`src/rtl/alu_ctrl.sv`:
```
// Serial issue controller: accept one instruction, pulse the ALU, write its result back; accept-to-writeback 3 cycles.
// Backpressure: inst_ready is low from accept until write-back or ALU timeout returns the FSM to IDLE.
module alu_ctrl #(
    parameter int DWIDTH  = 16,
    parameter int AWIDTH  = 2,
    parameter int TIMEOUT = 8
) (
    input  logic              clk,
    input  logic              rst_n,
    input  logic              inst_valid,
    output logic              inst_ready,
    input  logic [2:0]        inst_func,
    input  logic [AWIDTH-1:0] inst_rd,
    input  logic [AWIDTH-1:0] inst_rs,
    input  logic [AWIDTH-1:0] inst_rt,
    input  logic              inst_use_imm,
    input  logic [DWIDTH-1:0] inst_imm,
    output logic              alu_en,
    output logic [2:0]        alu_func,
    output logic [DWIDTH-1:0] alu_a,
    output logic [DWIDTH-1:0] alu_b,
    input  logic [DWIDTH-1:0] alu_result,
    input  logic              alu_done,
    output logic              wb_valid,
    output logic [AWIDTH-1:0] wb_addr,
    output logic [DWIDTH-1:0] wb_data,
    input  logic [AWIDTH-1:0] rd_addr,
    output logic [DWIDTH-1:0] rd_data,
    output logic              timeout_err
);

    localparam int NREG = 1 << AWIDTH;
    localparam int CW   = $clog2(TIMEOUT + 1);

    typedef enum logic [1:0] {
        S_IDLE,
        S_ISSUE,
        S_WAIT,
        S_WB
    } state_t;

    state_t            state;
    state_t            state_nxt;
    logic              accept;
    logic              wb_fire;
    logic              to_fire;
    logic [DWIDTH-1:0] regs [NREG];
    logic [AWIDTH-1:0] rd_q;
    logic [CW-1:0]     cnt;

    assign inst_ready = (state == S_IDLE);
    assign accept     = inst_valid & inst_ready;
    assign rd_data    = regs[rd_addr];

    always_ff @(posedge clk or negedge rst_n) begin
        if (!rst_n) begin
            state <= S_IDLE;
        end else begin
            state <= state_nxt;
        end
    end

    always_comb begin
        state_nxt = state;
        wb_fire   = 1'b0;
        to_fire   = 1'b0;
        case (state)
            S_IDLE: begin
                if (accept) begin
                    state_nxt = S_ISSUE;
                end
            end
            S_ISSUE: begin
                state_nxt = S_WAIT;
            end
            S_WAIT: begin
                // cnt counts completed WAIT cycles; this is the TIMEOUT-th one when it equals TIMEOUT-1
                if (alu_done) begin
                    wb_fire   = 1'b1;
                    state_nxt = S_WB;
                end else if (cnt == CW'(TIMEOUT - 1)) begin
                    to_fire   = 1'b1;
                    state_nxt = S_IDLE;
                end
            end
            S_WB: begin
                state_nxt = S_IDLE;
            end
            default: begin
                state_nxt = S_IDLE;
            end
        endcase
    end

    always_ff @(posedge clk or negedge rst_n) begin
        if (!rst_n) begin
            alu_en      <= 1'b0;
            alu_func    <= '0;
            alu_a       <= '0;
            alu_b       <= '0;
            rd_q        <= '0;
            cnt         <= '0;
            wb_valid    <= 1'b0;
            wb_addr     <= '0;
            wb_data     <= '0;
            timeout_err <= 1'b0;
            for (int i = 0; i < NREG; i++) begin
                regs[i] <= '0;
            end
        end else begin
            alu_en   <= accept;
            wb_valid <= wb_fire;
            if (accept) begin
                alu_func <= inst_func;
                alu_a    <= regs[inst_rs];
                alu_b    <= inst_use_imm ? inst_imm : regs[inst_rt];
                rd_q     <= inst_rd;
            end
            if (state == S_ISSUE) begin
                cnt <= '0;
            end else if (state == S_WAIT && !alu_done) begin
                cnt <= cnt + CW'(1);
            end
            if (wb_fire) begin
                regs[rd_q] <= alu_result;
                wb_addr    <= rd_q;
                wb_data    <= alu_result;
            end
            if (to_fire) begin
                timeout_err <= 1'b1;
            end
        end
    end

endmodule

```
`config.mk`:
```
export PLATFORM = sky130hd
export DESIGN_NAME = alu_ctrl
export DESIGN_NICKNAME = d
export VERILOG_FILES = /design/src/rtl/alu_ctrl.sv
export SDC_FILE = /design/constraint.sdc
export NUM_CORES = 1
export LEC_CHECK = 0
export ABC_CLOCK_PERIOD_IN_PS = 4600
export CORE_MARGIN = 10
export CORE_UTILIZATION = 45
export DETAILED_ROUTE_END_ITERATION = 10
export PLACE_DENSITY_LB_ADDON = 0.1
export SYNTH_ARGS = -nofsm -noshare
export SYNTH_HDL_FRONTEND = slang
export SYNTH_SLANG_ARGS = --single-unit
```
`constraint.sdc`:
```
create_clock -name clk -period 4.6 [get_ports clk]
set_input_delay 0.92 -clock clk [delete_from_list [all_inputs] [get_ports clk]]
set_output_delay 0.92 -clock clk [all_outputs]
set_load 0.01 [all_outputs]
```
# After elaboration in Yosys (flattened, before gate mapping)
# Index checks and enable logic that the tools add are counted.
# classes
n_addsub,1
n_mul,0
div_mod_pow,0
magnitude_cmp,5
n_eq_ne,6
n_shift,0
n_mux,24
bitwise,5
n_reduce_logical,6
# op_table
operator,count
2-to-1 mux 16 bit,8
binary-select mux 16 bit (select 2 bit),3
bitwise mux 64 bit,1
demux 16 bit (select 2 bit),1
"greater-or-equal comparator 3 bit, second input constant",4
NOT 2 -> 3 bit,4
2-to-1 mux 4 bit,2
one-hot mux 2 bit (4 select lines),1
2-to-1 mux 2 bit,3
2-to-1 mux 1 bit,5
"adder 4 x 1 -> 4 bit, second input constant",1
"== test 2 bit, second input constant",2
"== test 4 x 3 -> 1 bit, second input constant",1
"< comparator 3 x 1 -> 1 bit, second input constant",1
"!= test 3 bit, second input constant",1
"== test 2 x 1 -> 1 bit, second input constant",1
logical AND 1 bit,2
logical NOT 2 bit,1
"!= test 2 x 1 -> 1 bit, second input constant",1
AND reduction 2 bit,1
nonzero test 2 bit,1
bitwise AND 1 bit,1
logical NOT 1 bit,1
# totals
register_bits,128
latch_bits,0
mem_bits_rw,0
rom_bits,0
output_inout_bits,73
memories,0

# Logic depth before layout (Yosys ltp)
# Gate-level depths: netlist of run 1.
# depth
ltp_word,6
ltp_mapped,6
ltp_nobuf,4

# Least setup slack after synthesis of run 1
# Ideal clock, no wire load.
# synth_timing
path_kind,input -> output
startpoint,input rd_addr[0]
endpoint,output rd_data[10]
arrival_time_ns,2.008
required_time_ns,3.680
setup_slack_ns,1.672
cell_stages,3
cell_sequence,buf_2 > buf_2 > mux4_2
# synth_via
elab_chain_len,4
# synth_rtl
element,line_no,text
start: declaration,27,"input logic [AWIDTH-1:0] rd_addr,"
NOT 2 -> 3 bit (not written as such),53,assign rd_data = regs[rd_addr];
binary-select mux 16 bit (select 2 bit),53,
2-to-1 mux 16 bit (not written as such) (2 in a row),53,
end: declaration,28,"output logic [DWIDTH-1:0] rd_data,"
# Every way passes these cells. The select of a mux whose other input is x is not followed.

# Worst setup path in the final report of run 1
# layout_timing
startpoint,input rd_addr[0]
endpoint,output rd_data[6]
# Same word-level chain as after synthesis.

==> impl_metrics.py, run 1 <==
metrics = {
    "outcome": {
        "status": "complete, no violations",
    },
    "setup_path": {
        "worstPathRequired_ns": 3.68,
        "worst_path_dominant_cell_family": "buffers and inverters",
        "crit_path_frequent_cell": "clkdlybuf4s50_1",
        "critPathBufInv": 3,
        "slowest_delay_ns": 0.56,
        "critPathMaxFanout": 16,
        "path_cells": "clkdlybuf4s50_1 > buf_4 > mux4_2 > clkdlybuf4s50_1",
        "worstPathArrival_ns": 2.79,
        "worst_setup_path_end_kind": "primary output",
        "critPathLaunch": "rd_addr[0]",
        "cp-start-kind": "input pin",
        "critPathSlowestCell": "mux4_2",
        "r2r-start": "state[1]$_DFFE_PN0P_",
        "critical_path_class": "input pin to primary output",
    },
    "layout": {
        "fillers": 1062,
        "area_growth_pct": 30.4,
        "diodes": 0,
        "final_common_cell": "dfrtp_1",
        "final_cell_mix": "dfrtp_1, clkdlybuf4s50_1, mux2_2",
        "nets": 599,
        "drive_above_1_share_pct": 31.8,
    },
    "grt": {
        "grt_overflow_total": 0,
        "grt_pass1_wl_microns": 25500,
        "grt_usage_pct": 17.8,
        "grt_max_degree": 104,
        "grt_pass1_vias": 4375,
        "grt_antenna_before_repair": 0,
    },
    "cts": {
        "cts_tree": "yes",
        "htree_levels": 4,
        "numClockSinks": 128,
        "cts-root-buf": "clkbuf_16",
        "insertion_delay_ns": 0.41,
        "cts_hold_buf": 0,
        "cts_setup_buffers": 0,
        "clkTransAtPathRegs_ns": 0.05,
        "cts_resized": 0,
        "numCtsBuffers": 17,
        "cts_max_path_buffers": 2,
    },
    "timing": {
        "setup_viol": 0,
        "finalMaxSlewViolations": 0,
        "maxSlewHeadroom_pct": 28.5,
        "hold_viol_final": 0,
        "post-route-period-util_pct": 80.8,
        "finalCriticalPeriod_ns": 3.71,
        "rsz0062_at_grt": "no",
        "worst_pin_slew_ns": 1.07,
        "skew_ns": 0.00492,
        "setup-tns-final_ns": 0,
        "timing.final.ws_setup_ns": 0.885,
        "fmax_mhz": 269,
    },
    "synth": {
        "ys_seq_area_share_pct": 51.5,
        "synth-simple-area-share_pct": 7.16,
        "synthCells": 433,
        "syn_area_sq_um": 6220,
        "synth_warnings": 0,
        "synth_area_per_cell_sq_um": 14.4,
        "synth_top_family_by_area": "multiplexers",
        "synth_compound_area_share_pct": 2.48,
        "yosys_register_bits": 128,
        "synth_xor_area_share_pct": 0,
        "synthDistinctLibCells": 31,
        "synthAdderAreaFrac_pct": 0.201,
        "synth_nets": 482,
        "synth_mux_area_share_pct": 35.5,
    },
    "min_path": {
        "worstHoldPathType": "flop to flop",
        "hp-start": "timeout_err$_DFFE_PN0P_",
    },
    "floorplanning": {
        "core_sq_um": 13400,
        "num_rows": 42,
        "die-area_sq_um": 18900,
        "die_w_microns": 138,
        "dieHeight_microns": 138,
        "initial_core_util_pct": 46.4,
        "ios": 121,
    },
    "detailed_routing": {
        "routedWlPerCell_microns": 21.6,
        "via_count": 4045,
        "vias_per_cell": 5.47,
        "drc_errors": 0,
        "drt-initial-drc-count": 291,
        "wirelength_microns": 15900,
        "dr.pass1.iters": 4,
        "drtAntennaViolNets": 0,
    },
    "place": {
        "globalplace.congestion": 0.765,
        "post-place-ws_ns": 0.858,
        "hpwl_microns": 10700,
        "io_buffers": 120,
    },
    "power": {
        "leakage_uw": 0.00344,
        "vdd_drop_max_mv": 0.377,
        "p_per_area_nw_per_um2": 686,
    },
    "flow_run": {
        "maxCapViolCount": 0,
    },
}
-- power breakdown --
group	total, uW	switching [uW]	leakage, uW	internal (uW)
clock network	1300	460	0.000282	837
registers	2130	464	0.00156	1670
logic	2140	789	0.00160	1350
total	5560	1710	0.00344	3850
-- final timing paths --
path,endpoint,slack [ns],depth (start not counted)
min in group asynchronous,alu_b[1]$_DFFE_PN0P_,0.63,1
hold reg to reg,timeout_err$_DFFE_PN0P_,0.47,1
hold / removal,timeout_err$_DFFE_PN0P_,0.47,1
setup / recovery,rd_data[6],0.89,4
max in group asynchronous,regs[42]$_DFFE_PN0P_,3.02,2
setup reg to reg,regs[42]$_DFFE_PN0P_,2.18,4
-- synthesized netlist by cell type --
master	number	share of area (%)
dfrtp_1	128	52
mux2_2	85	15
nand2_1	57	3.4
mux4_2	48	17
a21oi_1	19	1.5
nor2_1	19	1.1
mux2i_1	17	2.7
buf_2	13	1.0
clkbuf_1	7	0.42
buf_1	5	0.30
o21ai_0	5	0.40
inv_1	4	0.24
buf_6	3	0.54
and4bb_2	2	0.40
buf_4	2	0.24
nand2b_1	2	0.20
nor3b_1	2	0.24
nor3b_4	2	0.60
a31o_2	1	0.14
and3b_1	1	0.14
buf_8	1	0.24
clkbuf_2	1	0.080
ha_1	1	0.20
nand3_2	1	0.16
nand3b_4	1	0.32
nand4b_1	1	0.14
nor3_4	1	0.26
o21a_1	1	0.12
o2bb2ai_1	1	0.14
o311ai_0	1	0.14
or3_1	1	0.10
-- stage by stage --
| step | power [uW] | util [%] | cells | hold WS [ns] | cell area, sq um |
|---|---|---|---|---|---|
| after global routing | 5930 | 60.5 | 739 | 0.492 | 8110 |
| after floorplan | 3280 | - | 433 | 0.492 | 6220 |
| after global placement | 4250 | 56.3 | 707 | 0.456 | 7540 |
| final | 5560 | 60.5 | 739 | 0.468 | 8110 |
| after CTS | 5630 | 60.5 | 739 | 0.475 | 8110 |
| after detailed placement | 4320 | 56.3 | 707 | 0.461 | 7540 |
-- cell families after synthesis --
kind of cell / count (synthesis)
and+or+nand+nor: 90
muxes: 150
adders and majority gates: 1
buffers and inverters: 36
DFF: 128
AOI/OAI and AO/OA: 28
-- metal layers --
layer	global-route usage [%]	vias up	wire length (microns)
li1	-	1831	-
met1	23.3	2095	7060
met2	27.9	108	7570
met3	5.43	11	1170
met4	5.09	0	136
met5	0	-	0
-- final cells by class --
type	instances	area [sq um]	area share, %
Clock buffer	26	489	6.03
Clock inverter	6	80.1	0.987
Inverter	4	15.0	0.185
Multi-Input combinational cell	269	2830	34.8
Sequential cell	128	3200	39.5
Tap cell	176	220	2.72
Timing Repair Buffer	130	1280	15.8
-- registers in the layout, summed over array words and instances (netlist names), 3 cells and up --
register and flops:
wb_data 16, alu_b 16, alu_a 16, cnt 4, regs 64, alu_func 3
Power figures use the tool's default switching activity.
==> run 2, diff against run 1 <==
--- a/config.mk
+++ b/config.mk
@@ -5,7 +5,7 @@
 export SDC_FILE = /design/constraint.sdc
 export NUM_CORES = 1
 export LEC_CHECK = 0
-export ABC_CLOCK_PERIOD_IN_PS = 4600
+export ABC_CLOCK_PERIOD_IN_PS = 3100
 export CORE_MARGIN = 10
 export CORE_UTILIZATION = 45
 export DETAILED_ROUTE_END_ITERATION = 10
==> constraint.sdc (replaced) <==
create_clock -name clk -period 3.1 [get_ports clk]
set_input_delay 0.62 -clock clk [delete_from_list [all_inputs] [get_ports clk]]
set_output_delay 0.62 -clock clk [all_outputs]
set_load 0.01 [all_outputs]
==> run 2 against run 1 <==
Final cell count increased by 0.81%. Largest power group unchanged. Utilization increased by 0.74 points. Design area up 1.2%. Total power increased by 49%. Register-to-register slack lost 1.3 ns. First-iteration DRC count decreased by 15%. Sequential share of layout area down 0.48 points. Clock power up 47%. Die area unchanged. Critical endpoint is now rd_data[14]. Non-clock buffer count up 6. Wire length up 1.6%.
==> impl_metrics.py, run 2 (synthesis results as in run 1) <==
metrics = {
    "cts": {
        "cts_tree": "yes",
        "cts-root-buf": "clkbuf_16",
        "cts_resized": 0,
        "cts_max_path_buffers": 2,
        "clkTransAtPathRegs_ns": 0.05,
        "htree_levels": 4,
        "insertion_delay_ns": 0.41,
        "numClockSinks": 128,
        "numCtsBuffers": 17,
        "cts_setup_buffers": 0,
        "cts_hold_buf": 0,
    },
    "setup_path": {
        "crit_path_frequent_cell": "clkdlybuf4s50_1",
        "worst_setup_path_end_kind": "primary output",
        "cp-start-kind": "input pin",
        "critPathSlowestCell": "mux4_2",
        "critPathMaxFanout": 16,
        "worst_path_dominant_cell_family": "buffers and inverters",
        "worstPathRequired_ns": 2.48,
        "path_cells": "clkdlybuf4s50_1 > buf_12 > mux4_2 > clkdlybuf4s50_1",
        "slowest_delay_ns": 0.55,
        "critPathBufInv": 3,
        "worstPathArrival_ns": 2.39,
        "critical_path_class": "input pin to primary output",
    },
    "grt": {
        "grt_pass1_vias": 4392,
        "grt_antenna_before_repair": 0,
        "grt_max_degree": 69,
        "grt_usage_pct": 17.8,
        "grt_pass1_wl_microns": 25500,
        "grt_overflow_total": 0,
    },
    "place": {
        "post-place-ws_ns": 0.0913,
        "place_area_sq_um": 7640,
        "hpwl_microns": 11000,
        "globalplace.congestion": 0.799,
        "io_buffers": 120,
    },
    "layout": {
        "design_area_sq_um": 8210,
        "final_cell_mix": "dfrtp_1, clkdlybuf4s50_1, mux2_2",
        "multi_input_area_sq_um": 2830,
        "seq_area_sq_um": 3200,
        "regMostFlops": "regs",
        "drive_above_1_share_pct": 32.9,
        "final_common_cell": "dfrtp_1",
        "nets": 605,
        "fillers": 1063,
        "largest_reg_flops": 64,
        "diodes": 0,
        "area_growth_pct": 32.0,
    },
    "detailed_routing": {
        "vias_per_cell": 5.48,
        "drtAntennaViolNets": 0,
        "via_count": 4082,
        "routedWlPerCell_microns": 21.7,
        "dr.pass1.iters": 4,
        "drt-initial-drc-count": 248,
        "drc_errors": 0,
        "wirelength_microns": 16200,
    },
    "power": {
        "leakage_uw": 0.00350,
        "p_per_area_nw_per_um2": 1010,
        "totalPowerFinal_uw": 8290,
        "vdd_drop_max_mv": 0.403,
    },
    "timing": {
        "fmax_mhz": 332,
        "hold_viol_final": 0,
        "setup-tns-final_ns": 0,
        "finalCriticalPeriod_ns": 3.01,
        "maxSlewHeadroom_pct": 57.7,
        "finalMaxSlewViolations": 0,
        "timing.final.ws_setup_ns": 0.0878,
        "skew_ns": 0.00946,
        "worst_pin_slew_ns": 0.634,
        "post-route-period-util_pct": 97.2,
        "rsz0062_at_grt": "no",
        "setup_viol": 0,
    },
    "floorplanning": {
        "die-area_sq_um": 18900,
        "num_rows": 42,
        "ios": 121,
        "dieHeight_microns": 138,
        "core_sq_um": 13400,
        "die_w_microns": 138,
        "initial_core_util_pct": 46.4,
    },
    "outcome": {
        "status": "complete, no violations",
    },
    "flow_run": {
        "maxCapViolCount": 0,
    },
    "min_path": {
        "worstHoldPathType": "input pin to asynchronous set/reset pin",
    },
}
==> run 2: cell types whose count changed in the layout (fill, tap and decap cells not counted) <==
cell	before	now
bufinv_16	2	1
buf_4	10	12
clkbuf_1	6	4
clkbuf_8	3	6
buf_12	0	4
==> run 2: worst register-to-register path, stage by stage (launching register included) <==
cell and delay (ns):
dfrtp_1 0.66, nand3b_4 0.31, inv_1 0.16, nand3_2 0.46, mux2_2 0.46
==> run 2: per-stage QoR <==
stage | instances | utilization (%) | hold slack [ns]
floorplan | 433 | - | 0.324
global placement | 713 | 57.0 | 0.456
detailed placement | 713 | 57.0 | 0.463
CTS | 745 | 61.3 | 0.221
global route | 745 | 61.3 | 0.249
finish | 745 | 61.3 | 0.185
==> run 2: routing by layer <==
metal	track usage (%)	share of wire, %
met1	22.9	44
met5	0	0
met3	5.24	5.9
met2	28.4	49
met4	5.50	1.1
==> run 2: cell type report <==
type | count | share of cell area (%)
sequential | 128 | 39.0
tap | 176 | 2.68
clock inverter | 5 | 0.610
timing repair buffer | 136 | 16.7
multi-input combinational | 269 | 34.4
clock buffer | 27 | 6.37
inverter | 4 | 0.183
==> run 2: power breakdown <==
| part | internal (uW) | total [uW] | leakage, uW | switching, uW |
|---|---|---|---|---|
| Clock | 1230 | 1910 | 0.000287 | 686 |
| Sequential | 2470 | 3170 | 0.00156 | 698 |
| Combinational | 2020 | 3210 | 0.00164 | 1190 |
| Total | 5720 | 8290 | 0.00350 | 2570 |
==> run 2: path summary, 6_finish.rpt <==
| kind | from | slack [ns] | cells past startpoint | to |
|---|---|---|---|---|
| max | rd_addr[0] | 0.09 | 4 | rd_data[14] |
| min | rst_n | 0.18 | 1 | alu_b[1]$_DFFE_PN0P_ |
| max reg2reg | state[1]$_DFFE_PN0P_ | 0.92 | 4 | regs[10]$_DFFE_PN0P_ |
| min reg2reg | timeout_err$_DFFE_PN0P_ | 0.47 | 1 | timeout_err$_DFFE_PN0P_ |
| max in group asynchronous | rst_n | 2.14 | 2 | alu_a[6]$_DFFE_PN0P_ |
| min in group clk | timeout_err$_DFFE_PN0P_ | 0.47 | 1 | timeout_err$_DFFE_PN0P_ |
